<file path="config.mk">
export PLATFORM = sky130hd
export DESIGN_NAME = adder_share_arb
export DESIGN_NICKNAME = d
export VERILOG_FILES = /design/src/rtl/adder_share_arb.sv
export SDC_FILE = /design/constraint.sdc
export NUM_CORES = 1
export LEC_CHECK = 0
export ABC_AREA = 1
export CAP_MARGIN = 0
export CORE_ASPECT_RATIO = 1.1
export CORE_MARGIN = 5
export CORE_UTILIZATION = 50
export CTS_CLUSTER_DIAMETER = 200
export DETAILED_ROUTE_END_ITERATION = 8
export MAX_ROUTING_LAYER = met4
export PLACE_DENSITY = 0.81
export SLEW_MARGIN = 20
export SYNTH_ARGS = -nofsm -noshare
export SYNTH_HDL_FRONTEND = slang
export SYNTH_SLANG_ARGS = --single-unit
</file>
<file path="constraint.sdc">
create_clock -name clk -period 3.6 [get_ports clk]
set_input_delay 0.54 -clock clk [delete_from_list [all_inputs] [get_ports clk]]
set_output_delay 0.54 -clock clk [all_outputs]
set_load 0.005 [all_outputs]
</file>
<file path="src/rtl/adder_share_arb.sv">
// Round-robin front end that time-shares one pipelined W-bit adder among NREQ requesters.
// Each requester may have one operation in flight. Results return in issue order, tagged with the requester id.
module adder_share_arb #(
    parameter int NREQ = 4,
    parameter int W    = 8,
    parameter int LAT  = 4,
    localparam int IDW = (NREQ > 1) ? $clog2(NREQ) : 1
) (
    input  logic              clk,
    input  logic              rst,
    input  logic [NREQ-1:0]   req,
    input  logic [NREQ*W-1:0] ina_bus,
    input  logic [NREQ*W-1:0] inb_bus,
    input  logic [NREQ-1:0]   cin_bus,
    output logic [NREQ-1:0]   gnt,
    output logic [NREQ-1:0]   busy,
    output logic              rsp_valid,
    output logic [IDW-1:0]    rsp_id,
    output logic [W-1:0]      rsp_sum,
    output logic              rsp_cout,
    output logic              idle
);

    logic [IDW-1:0]  ptr;
    logic [IDW-1:0]  ptr_nxt;
    logic [IDW-1:0]  win;
    logic            found;
    logic [NREQ-1:0] elig;
    logic [NREQ-1:0] retire_mask;
    logic [NREQ-1:0] grant_mask;

    logic [LAT:0]    vld;
    logic [IDW-1:0]  id_q  [0:LAT];
    logic [W-1:0]    a_q;
    logic [W-1:0]    b_q;
    logic            cin_q;
    logic [W:0]      sum_q [1:LAT];

    // A requester whose result is leaving the pipeline this cycle is free again at this edge
    always_comb begin
        retire_mask = '0;
        if (vld[LAT]) begin
            retire_mask[id_q[LAT]] = 1'b1;
        end
    end

    assign elig = req & ~(busy & ~retire_mask);

    always_comb begin
        found = 1'b0;
        win   = '0;
        for (int k = 0; k < NREQ; k++) begin
            if (!found && elig[(int'(ptr) + k) % NREQ]) begin
                found = 1'b1;
                win   = IDW'((int'(ptr) + k) % NREQ);
            end
        end
    end

    always_comb begin
        grant_mask = '0;
        if (found) begin
            grant_mask[win] = 1'b1;
        end
    end

    assign ptr_nxt = (int'(win) == NREQ - 1) ? '0 : win + IDW'(1);

    always_ff @(posedge clk) begin
        if (rst) begin
            ptr   <= '0;
            gnt   <= '0;
            busy  <= '0;
            vld   <= '0;
            a_q   <= '0;
            b_q   <= '0;
            cin_q <= 1'b0;
            for (int k = 0; k <= LAT; k++) begin
                id_q[k] <= '0;
            end
            for (int k = 1; k <= LAT; k++) begin
                sum_q[k] <= '0;
            end
        end else begin
            gnt  <= grant_mask;
            busy <= (busy & ~retire_mask) | grant_mask;
            if (found) begin
                ptr   <= ptr_nxt;
                a_q   <= ina_bus[int'(win)*W +: W];
                b_q   <= inb_bus[int'(win)*W +: W];
                cin_q <= cin_bus[win];
            end
            vld     <= {vld[LAT-1:0], found};
            id_q[0] <= win;
            for (int k = 1; k <= LAT; k++) begin
                id_q[k] <= id_q[k-1];
            end
            // Full-width add in the first stage; later stages only delay the result
            sum_q[1] <= {1'b0, a_q} + {1'b0, b_q} + {{W{1'b0}}, cin_q};
            for (int k = 2; k <= LAT; k++) begin
                sum_q[k] <= sum_q[k-1];
            end
        end
    end

    assign rsp_valid = vld[LAT];
    assign rsp_id    = vld[LAT] ? id_q[LAT] : '0;
    assign rsp_sum   = vld[LAT] ? sum_q[LAT][W-1:0] : '0;
    assign rsp_cout  = vld[LAT] & sum_q[LAT][W];
    assign idle      = ~|busy;

endmodule

</file>
== Yosys cells after proc, flatten, opt, wreduce, memory -nomap -nowiden ==
Memory sizes are Yosys's and may differ from the RTL's.
Cells that the tools add are included.

* Output and inout port bits: 21
* Word-level logic and storage cells: 99
* RAM bits: 46
* Input port bits: 74
* Register bits: 32
* Memories: 2

{| class="wikitable"
|+ Memory list
! memory !! words !! width !! rd ports !! clocked after Yosys merged registers in !! write ports !! line !! RTL
|-
| sum_q || 4 || 9 || 4 || 0 || 4 || 37 || <nowiki>logic [W:0] sum_q [1:LAT];</nowiki>
|-
| id_q || 5 || 2 || 5 || 0 || 5 || 33 || <nowiki>logic [IDW-1:0] id_q [0:LAT];</nowiki>
|}

* Eq/ne operators: 1
* Shift operators: 2
* Bitwise logic cells: 18
* Reductions and logical operators: 13
* Magnitude comparators: 8
* Multiplexer cells: 42
* Add/sub/neg operators: 6

{| class="wikitable"
|+ Operator list
! operator !! number
|-
| $shiftx A32 B6 Y8 || 2
|-
| $mux W9 || 4
|-
| $mux W2 || 11
|-
| $mux W1 || 17
|-
| $lt A3 B4 Y1 const B || 3
|-
| $bmux W1 S2 || 5
|-
| $add A8 B8 Y9 || 1
|-
| $add A9 B1 Y9 || 1
|-
| $lt A2 B3 Y1 const B || 3
|-
| $or A1 B1 Y1 || 9
|-
| $and A4 B4 Y4 || 2
|-
| $mux W4 || 2
|-
| $mux W8 || 1
|-
| $not A4 Y4 || 2
|-
| $reduce_or A2 Y1 || 3
|-
| $logic_and A1 B1 Y1 || 5
|-
| $add A2 B1 Y2 const B || 2
|-
| $add A2 B2 Y2 const B || 2
|-
| $demux W1 S2 || 2
|-
| $ge A2 B1 Y1 const B || 2
|-
| $logic_not A1 Y1 || 4
|-
| $or A4 B4 Y4 || 1
|-
| $reduce_or A4 Y1 || 1
|-
| $and A1 B1 Y1 const A || 3
|-
| other kinds (2) || 2
|}

== Logic depth before layout (Yosys ltp) ==
Gate-level depths: netlist of the first run.

* Word-level depth: 27
* Mapped depth: 18
* Mapped depth without buffers: 17

== Worst setup path before layout of the first run ==
No wires, ideal clock.

* Kind: register to register
* From: register vld[4]
* To: register ptr[1]
* Library setup time: 122 ps
* Setup slack: 1575 ps
* Cell stages (with the launch flop): 16
* Arrival: 1903 ps
* Period minus slack after synthesis: 2025 ps
* Cell sequence: dfxtp_1 -> nand3_1 -> nand2_1 -> nand3_1 -> nand2_1 -> nand2_1 -> nand2_1 -> nor2_1 -> nor2_1 -> nand2_1 -> nand2_2 -> inv_2 -> buf_4 -> ha_1 -> o21ai_0 -> a21oi_1

* Cells in the longest elaborated chain, start to end: 19

{| class="wikitable"
|+ RTL lines
! what !! line !! RTL
|-
| from (decl) || 32 || <nowiki>logic [LAT:0] vld;</nowiki>
|-
| from (signal assigned) || 93 || <nowiki>vld <= {vld[LAT-1:0], found};</nowiki>
|-
| $mux W4 (*) || 42 || <nowiki>if (vld[LAT]) begin</nowiki>
|-
| $not A4 Y4 (*) || 47 || <nowiki>assign elig = req & ~(busy & ~retire_mask);</nowiki>
|-
| $and A4 B4 Y4 (*) || 47 ||
|-
| $not A4 Y4 (*) || 47 ||
|-
| $and A4 B4 Y4 (*) || 47 ||
|-
| $bmux W1 S2 || 53 || <nowiki>if (!found && elig[(int'(ptr) + k) % NREQ]) begin</nowiki>
|-
| $mux W1 (not written as such) || 53 ||
|-
| $mux W1 || 53 ||
|-
| [... 4 more ...] || -- ||
|-
| $logic_and A1 B1 Y1 || 53 ||
|-
| $mux W1 || 53 ||
|-
| $logic_not A1 Y1 || 53 ||
|-
| $logic_and A1 B1 Y1 || 53 ||
|-
| $mux W2 (*) || 53 ||
|-
| $add A2 B1 Y2 / $eq A2 B1 Y1 (equally long branches) || 67 || <nowiki>assign ptr_nxt = (int'(win) == NREQ - 1) ? '0 : win + IDW'(1);</nowiki>
|-
| $mux W2 (*) || 67 ||
|-
| net ptr_nxt[1] || 25 || <nowiki>logic [IDW-1:0] ptr_nxt;</nowiki>
|-
| to (signal assigned) || 88 || <nowiki>ptr <= ptr_nxt;</nowiki>
|-
| to (decl) || 24 || <nowiki>logic [IDW-1:0] ptr;</nowiki>
|}

Mark *: on every way through the listed nets, which the timed path passes. The rest lies on a longest branch. The select of a mux whose other input is x is not followed.
A chain may end at the register's enable or synchronous reset.

== Worst setup path in the final report of the first run ==
* From: register vld[4]
* To: register b_q[5]

* Cells in the longest elaborated chain, start to end: 18

{| class="wikitable"
|+ RTL lines
! what !! line !! RTL
|-
| $mux W4 (*) || 42 ||
|-
| $not A4 Y4 (*) || 47 ||
|-
| $and A4 B4 Y4 (*) || 47 ||
|-
| $not A4 Y4 (*) || 47 ||
|-
| $and A4 B4 Y4 (*) || 47 ||
|-
| $bmux W1 S2 || 53 ||
|-
| $mux W1 (not written as such) || 53 ||
|-
| $mux W1 || 53 ||
|-
| [... 2 more ...] || -- ||
|-
| $mux W1 || 53 ||
|-
| $logic_not A1 Y1 || 53 ||
|-
| $logic_and A1 B1 Y1 || 53 ||
|-
| $mux W1 || 53 ||
|-
| $logic_not A1 Y1 || 53 ||
|-
| $logic_and A1 B1 Y1 || 53 ||
|-
| $mux W2 || 53 ||
|-
| $shiftx A32 B6 Y8 || 90 || <nowiki>b_q <= inb_bus[int'(win)*W +: W];</nowiki>
|-
| to (signal assigned) || 90 ||
|-
| to (decl) || 35 || <nowiki>logic [W-1:0] b_q;</nowiki>
|}

Every way passes the cells marked *; elsewhere a longest branch is shown, timed or not. The select of a mux whose other input is x is not followed.

==> impl_metrics.csv, run 1 <==
group,metric,value,unit
floorplan,dieArea,9260,um2
global_route,grt_max_degree,47,
critical_path,cpMostUsedCell,"nand2_1",
layout,final_common_cell,"nand2_1",
clock_tree,cts_sinks,78,
synth,ys_ff_latch,78,
synth,synth_top_area_share,0.420,
synth,synthesis.area,3710,um2
global_route,first_global_vias,3388,
routing,firstDrtPassIters,4,
routing,drc_errors,0,
floorplan,die_w,92.2,um
synth,syn_nets,640,
timing,worstMarginPinSlew,0.524,ns
critical_path,reg2reg_depth,17,
placement,finalWeightedCongestion,0.928,
clock_tree,cts-root-buf,"clkbuf_8",
timing,slew_viol_final,0,
floorplan,initial_core_util,0.505,
global_route,antenna_found_initial,0,
placement,hpwl,6220,um
routing,via_count,3521,
clock_tree,clk_pin_slew_worst_paths,0.08,ns
synth,ys_seq_area_frac,0.420,
timing,finalCriticalPeriod,2.85,ns
timing,grt_setup_unrepaired,"no",
critical_path,end_kind,"flip-flop",
critical_path,path_class,"reg -> reg",
floorplan,row_count,33,
clock_tree,cts_tree,"done",
routing,drt_iter0_drc,145,
routing,antenna_left,0,
layout,diodes,0,
timing,relSlewSlack,0.650,
critical_path,critPathMaxFanout,31,
clock_tree,htree_levels,3,
floorplan,core,7350,um2
timing,finalHoldWorstSlack,0.398,ns
floorplan,ios,95,
layout,nNetsFinal,724,
synth,synth_area_per_cell,6.68,um2
power_and_ir_drop,leakagePower,2.41,nW
global_route,grt_pass1_wl,14400,um
timing,skew,0.00519,ns
clock_tree,post_cts_buffers,0,
critical_path,cp-start-kind,"flip-flop",
power_and_ir_drop,power_density,846,nW/um2
critical_path,path_cells,"nand3_1, nand2_1, nand3_1, nand2_1, nand2_1, nand2_1, nor2_1, nor2_1, nand2_1, buf_4, nand2_2, buf_4, nand2_1, nand3_1, nand3_1, nand2_1, inv_1",
critical_path,crit_required,3.85,ns
job,cap_violations,0,
layout,final_core_util,0.660,
synth,synthTopCellsByArea,"dfxtp_1 42%, nand3_1 12%, nand2_1 11%, inv_1 10%, nor2_1 9.3%",
worst_hold_path,holdPathStages,2,
timing,fmax,0.351,GHz
clock_tree,cts_resized,0,
layout,drive_above_1_share,0.0527,
routing,totalWireLength,8100,um
clock_tree,clkLatencyLatePin,0.34,ns
critical_path,critical_path_arrival,3.09,ns
synth,netlist_instances,556,
timing,setup_viol_count_final,0,
clock_tree,cts-buffers-inserted,9,
placement,io_buffers,94,
routing,post_drt_wl_per_cell,11.1,um
timing,hold_violations,0,
power_and_ir_drop,ir_worst_vdd,0.521,mV
global_route,track_usage,0.196,
critical_path,cpMaxStageDelayCell,"dfxtp_1",
timing,timing.final.crit_share,0.790,
worst_hold_path,min_path_type,"reg -> reg",
layout,num-fill-cells,671,
floorplan,fp.dieH,100,um
routing,vias_per_cell,4.81,
layout,layout-area-overhead-vs-synth,30.6,%
timing,tns,0,ns
synth,synth_cell_type_count,28,
outcome,status,"finished clean",
synth,yosys.area.top_type,"dfxtp_1",
clock_tree,clock_path_buffers,2,
layout,layout_common_cells,"107 x nand2_1, 103 x inv_1, 93 x clkdlybuf4s50_1",
clock_tree,cts_hold_buf,0,
critical_path,worst_path_largest_cell_delay,0.63,ns
global_route,grt.overflow.total,0,
synth,yosys_warnings,0,
stage by stage:
stage | cells | worst slack [ns] | power [W] | cell area [um2]
after floorplan | 556 | 1.57 | 0.00303 | 3710
after global placement | 716 | 0.783 | 0.00340 | 4660
after detailed placement | 716 | 0.680 | 0.00349 | 4660
after CTS | 732 | 0.771 | 0.00412 | 4850
after global routing | 732 | 0.462 | 0.00455 | 4850
final | 732 | 0.754 | 0.00410 | 4850
state kept, by name (all words and copies together) (netlist names):
signal	flops
a_q	8
vld	5
cin_q	1
gnt	4
id_q	10
busy	4
sum_q	36
b_q	8
ptr	2
worst paths after layout:
| kind | start | slack (ns) | endpoint |
|---|---|---|---|
| max | vld[4] | 0.75 | b_q[5] |
| min | id_q[0][1] | 0.40 | id_q[0][3] |
| max reg2reg | vld[4] | 0.75 | b_q[5] |
| min reg2reg | id_q[0][1] | 0.40 | id_q[0][3] |
routing by layer:
layer,track usage,wire length [um],up-vias
met4,0.0823,180,0
met3,0.0592,658,16
li1,-,-,1854
met2,0.323,3850,114
met5,-,0,-
met1,0.221,3410,1537
kinds of logic (layout without fill, tap and decap cells):
logic type | count (synthesis) | in the layout | share of synthesized area
AOI/OAI and AO/OA | 37 | 37 | 0.0519
buffers and inverters | 134 | 223 | 0.147
and+or+nand+nor | 296 | 296 | 0.338
xor gates and xnor gates | 1 | 1 | 0.00438
adders and majority gates | 10 | 10 | 0.0377
DFF | 78 | 78 | 0.420
critical path, delay by kind of cell (launching register included):
family                 cells  cell delay, ns
AND/OR/NAND/NOR           14            1.55
flip-flops                 1            0.63
buffers and inverters      3            0.55
power by group:
part	internal, W	switching [W]
combinational	0.000821	0.00146
sequential	0.00110	0.000110
clock	0.000308	0.000305
cells in the mapped netlist:
cell type,n
inv_4,1
a21boi_0,1
buf_2,9
buf_1,2
buf_6,3
nor2_1,92
clkbuf_1,10
o21ai_1,4
nand4_1,2
nand3_1,86
inv_2,4
o21ai_0,16
o21bai_1,1
inv_1,103
nor3_1,2
dfxtp_1,78
buf_4,2
nand3_2,1
nor4_1,1
ha_1,8
nor2_2,1
a211oi_1,1
xnor2_2,1
a21oi_1,14
nand2_1,107
fa_1,2
nand2_2,2
nor2_4,2
cell type report:
class	instances	area, um2	area share
clock buffer	12	165	0.0340
clock inverter	4	28.8	0.00593
inverter	108	408	0.0841
multi-input combinational	344	1610	0.331
sequential	78	1560	0.322
tap	87	109	0.0224
timing repair buffer	99	973	0.201
(Power assumes the default switching activity.)
==> run 2: changes to the inputs <==
Settings changed: CORE_UTILIZATION 50 to 49, PLACE_DENSITY 0.81 to 0.8.
Clock period 3.6 ns to 2.9 ns, I/O delays scaled along.
==> run 2 against run 1 <==
  * Clock skew up 0.0017 ns
  * Count of clock-buffer cells in the layout shrank 3
  * Largest power group unchanged
  * Critical path type unchanged
  * Clock power is 20% higher
  * Via count decreased by 0.40%
==> impl_metrics.csv, run 2 (same netlist as run 1, synthesis figures left out) <==
group,metric,value,unit
power_and_ir_drop,leakagePower,2.40,nW
floorplan,row_count,33,
worst_hold_path,min_path_type,"reg -> reg",
critical_path,crit_family,"simple AND/OR/NAND/NOR gates",
power_and_ir_drop,p_int,0.00270,W
placement,hpwl,6270,um
outcome,status,"finished clean",
global_route,grt_pass1_wl,13700,um
power_and_ir_drop,p_sw_frac,0.466,
clock_tree,post_cts_buffers,0,
floorplan,fp.dieH,101,um
clock_tree,clk_pin_slew_worst_paths,0.08,ns
floorplan,core,7430,um2
routing,vias_per_cell,4.78,
clock_tree,cts-root-buf,"clkbuf_8",
timing,hold_violations,0,
placement,finalWeightedCongestion,0.954,
job,cap_violations,0,
critical_path,critPathMaxFanout,15,
global_route,antenna_found_initial,0,
global_route,grt.overflow.total,0,
timing,setup_viol_count_final,0,
floorplan,dieArea,9420,um2
layout,diodes,0,
layout,layout-area-overhead-vs-synth,30.4,%
timing,fmax,0.428,GHz
timing,skew,0.00689,ns
global_route,track_usage,0.184,
global_route,grt_max_degree,37,
routing,antenna_left,0,
critical_path,end_kind,"flip-flop",
critical_path,critical_path_arrival,2.58,ns
power_and_ir_drop,power_density,1040,nW/um2
timing,tns,0,ns
layout,nNetsFinal,725,
layout,largest-register,"sum_q",
critical_path,cpMostUsedCell,"nand2_1",
clock_tree,cts_sinks,78,
power_and_ir_drop,p_seq_frac,0.297,
global_route,first_global_vias,3264,
timing,slew_viol_final,0,
power_and_ir_drop,switching_power,0.00236,W
routing,post_drt_wl_per_cell,11.1,um
critical_path,cpMaxStageDelayCell,"dfxtp_1",
clock_tree,clock_path_buffers,2,
critical_path,worst_path_largest_cell_delay,0.55,ns
layout,top_regs,"sum_q: 36 flops, id_q: 10 flops",
timing,timing.final.crit_share,0.806,
timing,grt_setup_unrepaired,"no",
critical_path,crit_required,3.14,ns
layout,drive_above_1_share,0.0542,
routing,totalWireLength,8140,um
layout,final_common_cell,"nand2_1",
floorplan,ios,95,
timing,relSlewSlack,0.652,
clock_tree,clkLatencyLatePin,0.36,ns
routing,firstDrtPassIters,5,
routing,drc_errors,0,
layout,num-fill-cells,655,
timing,finalCriticalPeriod,2.34,ns
layout,final_core_util,0.652,
power_and_ir_drop,clkPwrFrac,0.145,
critical_path,critPathBufInv,2,
floorplan,initial_core_util,0.500,
timing,worstMarginPinSlew,0.521,ns
power_and_ir_drop,ir_worst_vdd,0.867,mV
layout,layout_common_cells,"107 x nand2_1, 103 x inv_1, 93 x clkdlybuf4s50_1",
clock_tree,cts_hold_buf,0,
clock_tree,cts_resized,0,
routing,drt_iter0_drc,170,
clock_tree,htree_levels,3,
critical_path,path_cells,"inv_2, nand3_1, nand2_1, nand2_1, nand2_1, nor2_1, nor2_1, nand2_1, nand2_2, inv_2, ha_1, o21ai_0, a21oi_1",
floorplan,die_w,93.0,um
routing,via_count,3507,
clock_tree,cts_tree,"done",
layout,largest_register_ffs,36,
clock_tree,cts-buffers-inserted,9,
critical_path,cp-start-kind,"flip-flop",
critical_path,path_class,"reg -> reg",
placement,io_buffers,94,
power_and_ir_drop,comb_power_share,0.558,
run 2: metrics by stage:
stage | cell area, um2 | total power (W) | hold slack [ns] | setup slack, ns | cells
2_1_floorplan | 3710 | 0.00376 | 0.388 | 0.875 | 556
3_3_place_gp | 4670 | 0.00422 | 0.389 | 0.384 | 717
3_5_place_dp | 4670 | 0.00433 | 0.393 | 0.306 | 717
4_1_cts | 4840 | 0.00508 | 0.398 | 0.609 | 733
5_1_grt | 4840 | 0.00557 | 0.419 | 0.252 | 733
6_report | 4840 | 0.00506 | 0.399 | 0.563 | 733
run 2: worst register-to-register path, delay by kind of cell (launching register included):
kind            cells  cell delay (ns)
flops               1             0.55
compound gates      2             0.22
fa+ha+maj           1             0.27
simple gates        8             0.83
buf+inv             2             0.34
run 2: path summary, 6_finish.rpt:
kind / start / endpoint / depth (start not counted) / slack, ns
max: ptr[0] / ptr[1] / 13 / 0.56
min: sum_q[0][16] / sum_q[0][25] / 2 / 0.40
max reg2reg: ptr[0] / ptr[1] / 13 / 0.56
min reg2reg: sum_q[0][16] / sum_q[0][25] / 2 / 0.40
run 2: metal layers:
layer,routed length [um],track usage,vias to the layer above
li1,-,-,1861
met1,3520,0.210,1483
met2,3780,0.312,141
met3,624,0.0319,22
met4,206,0.0868,0
met5,0,-,-
run 2: power by group through the flow:
stage	clock network, W	logic, W	registers, W
2_1_floorplan	0	0.00228	0.00148
3_3_place_gp	0	0.00271	0.00151
3_5_place_dp	0	0.00280	0.00153
4_1_cts	0.000749	0.00282	0.00150
5_1_grt	0.000786	0.00325	0.00153
6_report	0.000733	0.00282	0.00150
run 2: area by class of cell:
class	count	area [um2]	share of cell area
Sequential cell	78	1560	0.322
Inverter	108	408	0.0842
Clock inverter	7	55.1	0.0114
Clock buffer	9	124	0.0256
Tap cell	87	109	0.0225
Timing Repair Buffer	100	981	0.202
Multi-Input combinational cell	344	1610	0.332
